### src/rtl/reg_pipe_ctrl_pkg.sv
// Shared types for the reg_pipe_ctrl valid/ready pipeline controller.
// Classifies each cycle's handshakes into an occupancy counter update.
package reg_pipe_ctrl_pkg;

    typedef enum logic [1:0] {
        OCC_HOLD = 2'd0,
        OCC_INC  = 2'd1,
        OCC_DEC  = 2'd2
    } occ_op_e;

    // An accepted beat and a delivered beat in the same cycle cancel out.
    function automatic occ_op_e occ_op(input logic s_fire, input logic m_fire);
        occ_op_e op;
        case ({s_fire, m_fire})
            2'b10:   op = OCC_INC;
            2'b01:   op = OCC_DEC;
            default: op = OCC_HOLD;
        endcase
        return op;
    endfunction

endpackage

### src/rtl/reg_pipe_ctrl_valid_stage.sv
// One stage valid flop: async active-low reset, clock enable, sync flush.
module reg_pipe_ctrl_valid_stage (
    input  logic clock,
    input  logic resetn,
    input  logic flush,
    input  logic en,
    input  logic d,
    output logic q
);

    // Valid bit register; flush clears regardless of enable.
    always_ff @(posedge clock or negedge resetn) begin
        if (!resetn) begin
            q <= 1'b0;
        end else if (flush) begin
            q <= 1'b0;
        end else if (en) begin
            q <= d;
        end else begin
            q <= q;
        end
    end

endmodule

### src/rtl/reg_pipe_ctrl.sv
// Valid/ready sequencer for a STAGES-deep datapath: per-stage enables, valid bits, occupancy.
// Build option: REG_PIPE_CTRL_COLLAPSE_EN selects bubble-collapsing enables instead of a global stall.
module reg_pipe_ctrl
    import reg_pipe_ctrl_pkg::*;
#(
    parameter  int STAGES = 4,
    localparam int OCC_W  = $clog2(STAGES + 1)
) (
    input  logic              clock,
    input  logic              resetn,
    input  logic              flush,
    input  logic              s_valid,
    output logic              s_ready,
    output logic              m_valid,
    input  logic              m_ready,
    output logic [STAGES-1:0] stage_en,
    output logic [STAGES-1:0] stage_valid,
    output logic [OCC_W-1:0]  occupancy,
    output logic              busy
);

    logic [STAGES-1:0] v_s;
    logic [STAGES-1:0] v_in_s;
    logic [STAGES-1:0] en_raw_s;
    logic              s_fire_s;
    logic              m_fire_s;
    logic [OCC_W-1:0]  occ_r;

    assign v_in_s[0] = s_valid;
    for (genvar i = 1; i < STAGES; i++) begin : g_vin
        assign v_in_s[i] = v_s[i-1];
    end

    for (genvar i = 0; i < STAGES; i++) begin : g_stage
        reg_pipe_ctrl_valid_stage u_valid (
            .clock  (clock),
            .resetn (resetn),
            .flush  (flush),
            .en     (stage_en[i]),
            .d      (v_in_s[i]),
            .q      (v_s[i])
        );
    end

    // Enable chain: a stage may load when it, or everything downstream of it, can move.
    always_comb begin
        en_raw_s = {STAGES{1'b0}};
`ifdef REG_PIPE_CTRL_COLLAPSE_EN
        for (int i = 0; i < STAGES; i++) begin
            logic tail_full_s;
            // Unrolled form of en[i] = ~v[i] | en[i+1], avoiding a self-referencing vector.
            tail_full_s = 1'b1;
            for (int j = i; j < STAGES; j++) begin
                tail_full_s = tail_full_s & v_s[j];
            end
            en_raw_s[i] = ~tail_full_s | m_ready;
        end
`else
        en_raw_s = {STAGES{~v_s[STAGES-1] | m_ready}};
`endif
        if (flush) begin
            stage_en = {STAGES{1'b0}};
        end else begin
            stage_en = en_raw_s;
        end
    end

    assign s_ready     = stage_en[0];
    assign m_valid     = v_s[STAGES-1] & ~flush;
    assign s_fire_s    = s_valid & s_ready;
    assign m_fire_s    = m_valid & m_ready;
    assign stage_valid = v_s;
    assign busy        = |v_s;
    assign occupancy   = occ_r;

    // Occupancy counter tracks accepted minus delivered beats.
    always_ff @(posedge clock or negedge resetn) begin
        if (!resetn) begin
            occ_r <= {OCC_W{1'b0}};
        end else if (flush) begin
            occ_r <= {OCC_W{1'b0}};
        end else begin
            case (occ_op(s_fire_s, m_fire_s))
                OCC_INC: occ_r <= occ_r + OCC_W'(1);
                OCC_DEC: occ_r <= occ_r - OCC_W'(1);
                default: occ_r <= occ_r;
            endcase
        end
    end

endmodule

### config.mk
export PLATFORM = sky130hd
export DESIGN_NAME = reg_pipe_ctrl
export DESIGN_NICKNAME = d
export VERILOG_FILES = /design/src/rtl/reg_pipe_ctrl_pkg.sv /design/src/rtl/reg_pipe_ctrl_valid_stage.sv /design/src/rtl/reg_pipe_ctrl.sv
export SDC_FILE = /design/constraint.sdc
export NUM_CORES = 1
export LEC_CHECK = 0
export CORE_AREA = 2 2 39 41
export CTS_CLUSTER_SIZE = 25
export DETAILED_ROUTE_END_ITERATION = 10
export DIE_AREA = 0 0 41 43
export GPL_TIMING_DRIVEN = 0
export PLACE_DENSITY = 0.66
export REMOVE_ABC_BUFFERS = 1
export SLEW_MARGIN = 15
export SYNTH_ARGS = -nofsm -noshare
export SYNTH_HDL_FRONTEND = slang
export SYNTH_HIERARCHICAL = 1
export SYNTH_SLANG_ARGS = --single-unit
### constraint.sdc
create_clock -name clock -period 4.2 [get_ports clock]
set_clock_uncertainty 0.15 [all_clocks]
set_input_delay 0.42 -clock clock [delete_from_list [all_inputs] [get_ports clock]]
set_output_delay 0.42 -clock clock [all_outputs]
set_load 0.05 [all_outputs]
# == Word-level counts from Yosys, hierarchy flattened ==
# Index checks and enable logic that the tools add are counted.
# totals
ff_bits,7
output_inout_bits,14
# op_classes
addsub,2
n_eq_ne,4
muxes,13
bitwise,6
n_reduce_logical,6
# op_table
operator,count
$mux W1,8
$reduce_bool A2 Y1,4
$pmux W3 S2,1
$eq A2 B1 Y1 const B,2
$eq A2 B2 Y1 const B,2
$mux W4,1
$pmux W2 S2,1
$reduce_or A4 Y1,1
$add A3 B1 Y3 const B,1
$and A1 B1 Y1,3
$mux W3,1
$reduce_bool A3 Y1,1
$sub A3 B1 Y3 const B,1
$mux W2,1
$not A1 Y1,2
$or A1 B1 Y1,1

# == Logic depth before layout (Yosys ltp) ==
# logic_depth
depth_word,10
ltp_mapped,6
ltp_nobuf,6

# == Modules after synthesis ==
# Netlist, hierarchy kept.
# by_module_without_submodules
mod,n_inst,cells_per_inst,area_per_inst_um2
reg_pipe_ctrl,1,28,281.5
reg_pipe_ctrl_valid_stage,4,3,38.8

# == Least setup slack after synthesis ==
# Ideal clock, no wire load.
# synth_path
path_type,flip-flop to flip-flop
startpoint,reg g_stage[3].u_valid.q
endpoint,"reg occ_r[2], in the netlist occupancy[2]"
setup_ps,125
arrival_time_ps,2588
required_time_ps,3925
setup_slack_ps,1337
path_stages_with_launch,7
path_cell_list,dfrtp_1 -> nor2b_1 -> and2_1 -> fa_1 -> and2b_1 -> a22oi_2 -> mux2_4
# synth_lines
element,line_no,source
from (decl),reg_pipe_ctrl_valid_stage.sv:8,output logic q
from (signal assigned),reg_pipe_ctrl_valid_stage.sv:20,q <= q;
$and A1 B1 Y1 (*),reg_pipe_ctrl.sv:69,assign m_valid = v_s[STAGES-1] & ~flush;
net m_valid,reg_pipe_ctrl.sv:14,"output logic m_valid,"
$and A1 B1 Y1 (*),reg_pipe_ctrl.sv:71,assign m_fire_s = m_valid & m_ready;
$eq A2 B1 Y1 or $eq A2 B2 Y1 (tied branches),reg_pipe_ctrl_pkg.sv:14,"case ({s_fire, m_fire})"
$pmux W2 S2 (*),reg_pipe_ctrl_pkg.sv:14,
$mux W2 (*),reg_pipe_ctrl.sv:80,end else if (flush) begin
$eq A2 B2 Y1 or $eq A2 B1 Y1 (tied branches),reg_pipe_ctrl.sv:83,"case (occ_op(s_fire_s, m_fire_s))"
$pmux W3 S2,reg_pipe_ctrl.sv:83,
$mux W3,reg_pipe_ctrl.sv:80,
to (signal assigned),reg_pipe_ctrl.sv:81,occ_r <= {OCC_W{1'b0}};
to (signal assigned),reg_pipe_ctrl.sv:84,OCC_INC: occ_r <= occ_r + OCC_W'(1);
to (signal assigned),reg_pipe_ctrl.sv:85,OCC_DEC: occ_r <= occ_r - OCC_W'(1);
to (decl),reg_pipe_ctrl.sv:27,logic [OCC_W-1:0] occ_r;
# Mark *: on every way through the listed nets, which the timed path passes. The rest lies on a longest branch. The select of a mux whose other input is x is not followed.
# A chain may end at the register's enable or synchronous reset.

# == Final worst setup path ==
# layout_path
startpoint,in flush
endpoint,out s_ready
# layout_via
elab_chain_len,1
# layout_lines
element,line_no,source
from (decl),reg_pipe_ctrl.sv:11,"input logic flush,"
$mux W4,reg_pipe_ctrl.sv:61,if (flush) begin
to (decl),reg_pipe_ctrl.sv:13,"output logic s_ready,"
# No other way between the ends.

==> metrics.md <==
| Metric | Value |
|---|---|
| Least-Margin Pin Slew | `between 0.7 and 0.8 ns` |
| Reg2reg end | `occupancy[2]$_DFFE_PN0P_` |
| Routed length per instance | `between 10 and 15 µm` |
| CP cell instances | `clkdlybuf4s50_1 -> a21oi_1 -> clkdlybuf4s50_1` |
| Core ar. | `0.001384 mm²` |
| Pwr per Cell Area | `308.7 mW/mm²` |
| I/O pin count | `19` |
| RSZ-0062 raised after global routing | `false` |
| Switching pwr | `66.54 µW` |
| Rel. slew slack | `49.07%` |
| Residual DRC | `0` |
| Cell mode on critical path | `clkdlybuf4s50_1` |
| Internal cell power | `about 130 µW` |
| Clock Power Share | `around 32%` |
| Multi-input gate area | `roughly 230 µm²` |
| CTS buffer count | `3` |
| CTS tree | `done` |
| Max Freq | `0.3091 GHz` |
| Power Total | `between 150 and 200 µW` |
| Worst r2r src | `g_stage[3].u_valid/q$_DFFE_PN0P_` |
| Crit path max-delay cell type | `clkdlybuf4s50_1` |
| WL final | `890 µm` |
| Leakage | `0.2888 nW` |
| Pin count of the biggest net entering global routing | `12` |
| Critical path arrival | `approximately 2.7 ns` |
| Worst Path Required | `~3.6 ns` |
| Critical Path Source Type | `primary input` |
| Max VDD drop | `~0.00016 V` |
| Vias post-DR | `335` |
| FP Rows | `14` |
| Final Util | `between 40% and 50%` |
| Synth warnings | `6` |
| Final #Nets | `65` |
| Hold/Removal Path Class | `in -> async` |
| Post-synthesis instance area | `436.7 µm²` |
| Outcome | `finished clean` |
| Max Fanout on Critical Path | `11` |
| Layout cells sized above 1 | `approximately 14%` |
| Vias in the first global route | `approximately 320` |
| TritonRoute pass-1 iters | `4` |
| Depth of the CTS H-tree | `1` |
| # Post-CTS Setup Buffers | `0` |
| CTS root buf | `clkbuf_4` |
| Clk_lat worst skew | `0.26 ns` |
| Setup crit end kind | `output pin` |
| Final critical-path required period | `roughly 3.2 ns` |
| Combinational share of power | `roughly 30%` |
| Hold Slack | `between 0.2 and 0.3 ns` |
| Die H | `between 40 and 50 µm` |
| Placed Cells incl. Taps | `70` |
| Final hold vios | `0` |
| Area post-placement | `just over 600 µm²` |
| R2R depth | `6` |
| Distinct cells, synth | `18` |
| Seq/Total Area, Yosys | `between 40% and 50%` |
| Max Cap Viol | `0` |
| Buf+Inv Stages, Crit Path | `2` |
| First-pass GRT wire length | `around 1.3 mm` |
| Initial antenna violation count | `0` |
| Starting Density | `31.56%` |
| Grt total ovfl | `0` |
| Ant diodes | `0` |
| R2R Setup Slk | `2.14 ns` |
| Final period util | `between 70% and 80%` |
| GPL Wtd Cong | `a little over 0.7` |
| CTS Hold Buffers Added | `0` |
| Die area | `between 0.0015 and 0.002 mm²` |
| Register bit count reported by yosys | `7` |
| # fillers | `roughly 130` |
| Final setup fails | `0` |
| Slowest Stage Delay on Critical Path | `~0.94 ns` |
| CP delay by family, top | `buffers and inverters` |
| GRT Overall Usage | `a little under an eighth` |
| Non-Filler Instances | `74` |
| Sw Ratio | `about 34%` |
| Slew Limit Fails | `0` |
| Synthesized area per cell | `10.92 µm²` |
| Clock Sinks | `7` |
| # resized after CTS | `0` |
| Area grow syn2layout | `44.99%` |
| Clock slew at reported path FFs | `around 0.06 ns` |
| Post-route cell area | `~630 µm²` |
| Die X | `between 40 and 50 µm` |
| FF+latch area | `175.2 µm²` |
| Post-DRT Antenna Nets | `0` |
| Post-Synthesis Cells | `40` |
| Initial DRC Count | `8` |
| Part of the power in registers | `~38%` |
| # port buffers | `18` |
| Via density | `about 4.5` |
| Commonest non-fill, non-tap cell in the layout | `clkdlybuf4s50_1` |
| Critical path class | `in -> out` |
| Clock Tree Buf Depth | `2` |
| Most frequent cells in the layout | `18 x clkdlybuf4s50_1, 7 x dfrtp_1, 6 x nor2_1` |
[power by group through the flow]
stage               sequential [mW]  combinational [mW]  clock (mW)
global placement             0.0749              0.0582           0
CTS                          0.0737              0.0589      0.0658
detailed placement           0.0749              0.0587           0
finish                       0.0737              0.0584      0.0633
global route                 0.0743              0.0620      0.0711
floorplan                    0.0851              0.0270           0
[per-stage QoR]
step / setup TNS [ns] / setup slack, ns
after floorplan: -8.565 / -1.058
after global routing: 0 / 0.8621
after global placement: 0 / 0.9620
after CTS: 0 / 0.9236
final: 0 / 0.9652
after detailed placement: 0 / 0.9212
[cells in the mapped netlist]
| cell type | count | share of area, % |
|---|---|---|
| and2_1 | 1 | 1.4 |
| nor2_1 | 6 | 5.2 |
| inv_1 | 1 | 0.86 |
| nor2b_1 | 3 | 4.3 |
| mux2_4 | 1 | 3.4 |
| nor2b_2 | 1 | 2.0 |
| or4_1 | 1 | 1.7 |
| a21oi_1 | 2 | 2.3 |
| and2b_1 | 1 | 1.7 |
| mux2_1 | 1 | 2.6 |
| fa_1 | 1 | 4.6 |
| nor2b_4 | 1 | 3.2 |
| a211oi_1 | 2 | 3.4 |
| buf_4 | 4 | 6.9 |
| a22oi_2 | 1 | 2.9 |
| mux2i_1 | 5 | 11 |
| and2b_2 | 1 | 2.0 |
| dfrtp_1 | 7 | 40 |
[metal layers]
metal / share of wire, % / up-vias / GRT usage, %
met2: 48 / 13 / 17.50
met5: 0 / - / 0
met4: 1.9 / 0 / 10.00
met1: 44 / 150 / 12.71
met3: 5.7 / 2 / 4.712
li1: - / 170 / -
[worst max-delay path by stage]
stage | from | to | slack, ns | cells after the start
after global routing | flush | s_ready | 0.86 | 3
after global placement | flush | stage_en[2] | 0.96 | 3
after CTS | flush | s_ready | 0.92 | 3
final | flush | s_ready | 0.97 | 3
after floorplan | g_stage[3].u_valid/q$_DFFE_PN0P_ | g_stage[0].u_valid/q$_DFFE_PN0P_ | -1.06 | 3
after detailed placement | flush | s_ready | 0.92 | 3
[state kept, by name, summed over array words and instances (netlist names)]
signal,cells
occupancy,3
g_stage.u_valid/q,4
[area by class of cell]
type / count / share of cell area, %
inverter: 1 / 0.5929
timing repair buffer: 18 / 28.46
tap: 16 / 3.162
clock buffer: 4 / 4.150
multi-input combinational: 28 / 35.97
sequential: 7 / 27.67
[kinds of logic after synthesis]
group / Yosys count / synth area share [%]
and+or+nand+nor: 15 / 21.49
muxes: 7 / 17.48
DFF: 7 / 40.12
AOI/OAI and AO/OA: 5 / 8.595
buffers and inverters: 5 / 7.736
adders and majority gates: 1 / 4.585
(Power assumes the default switching activity.)
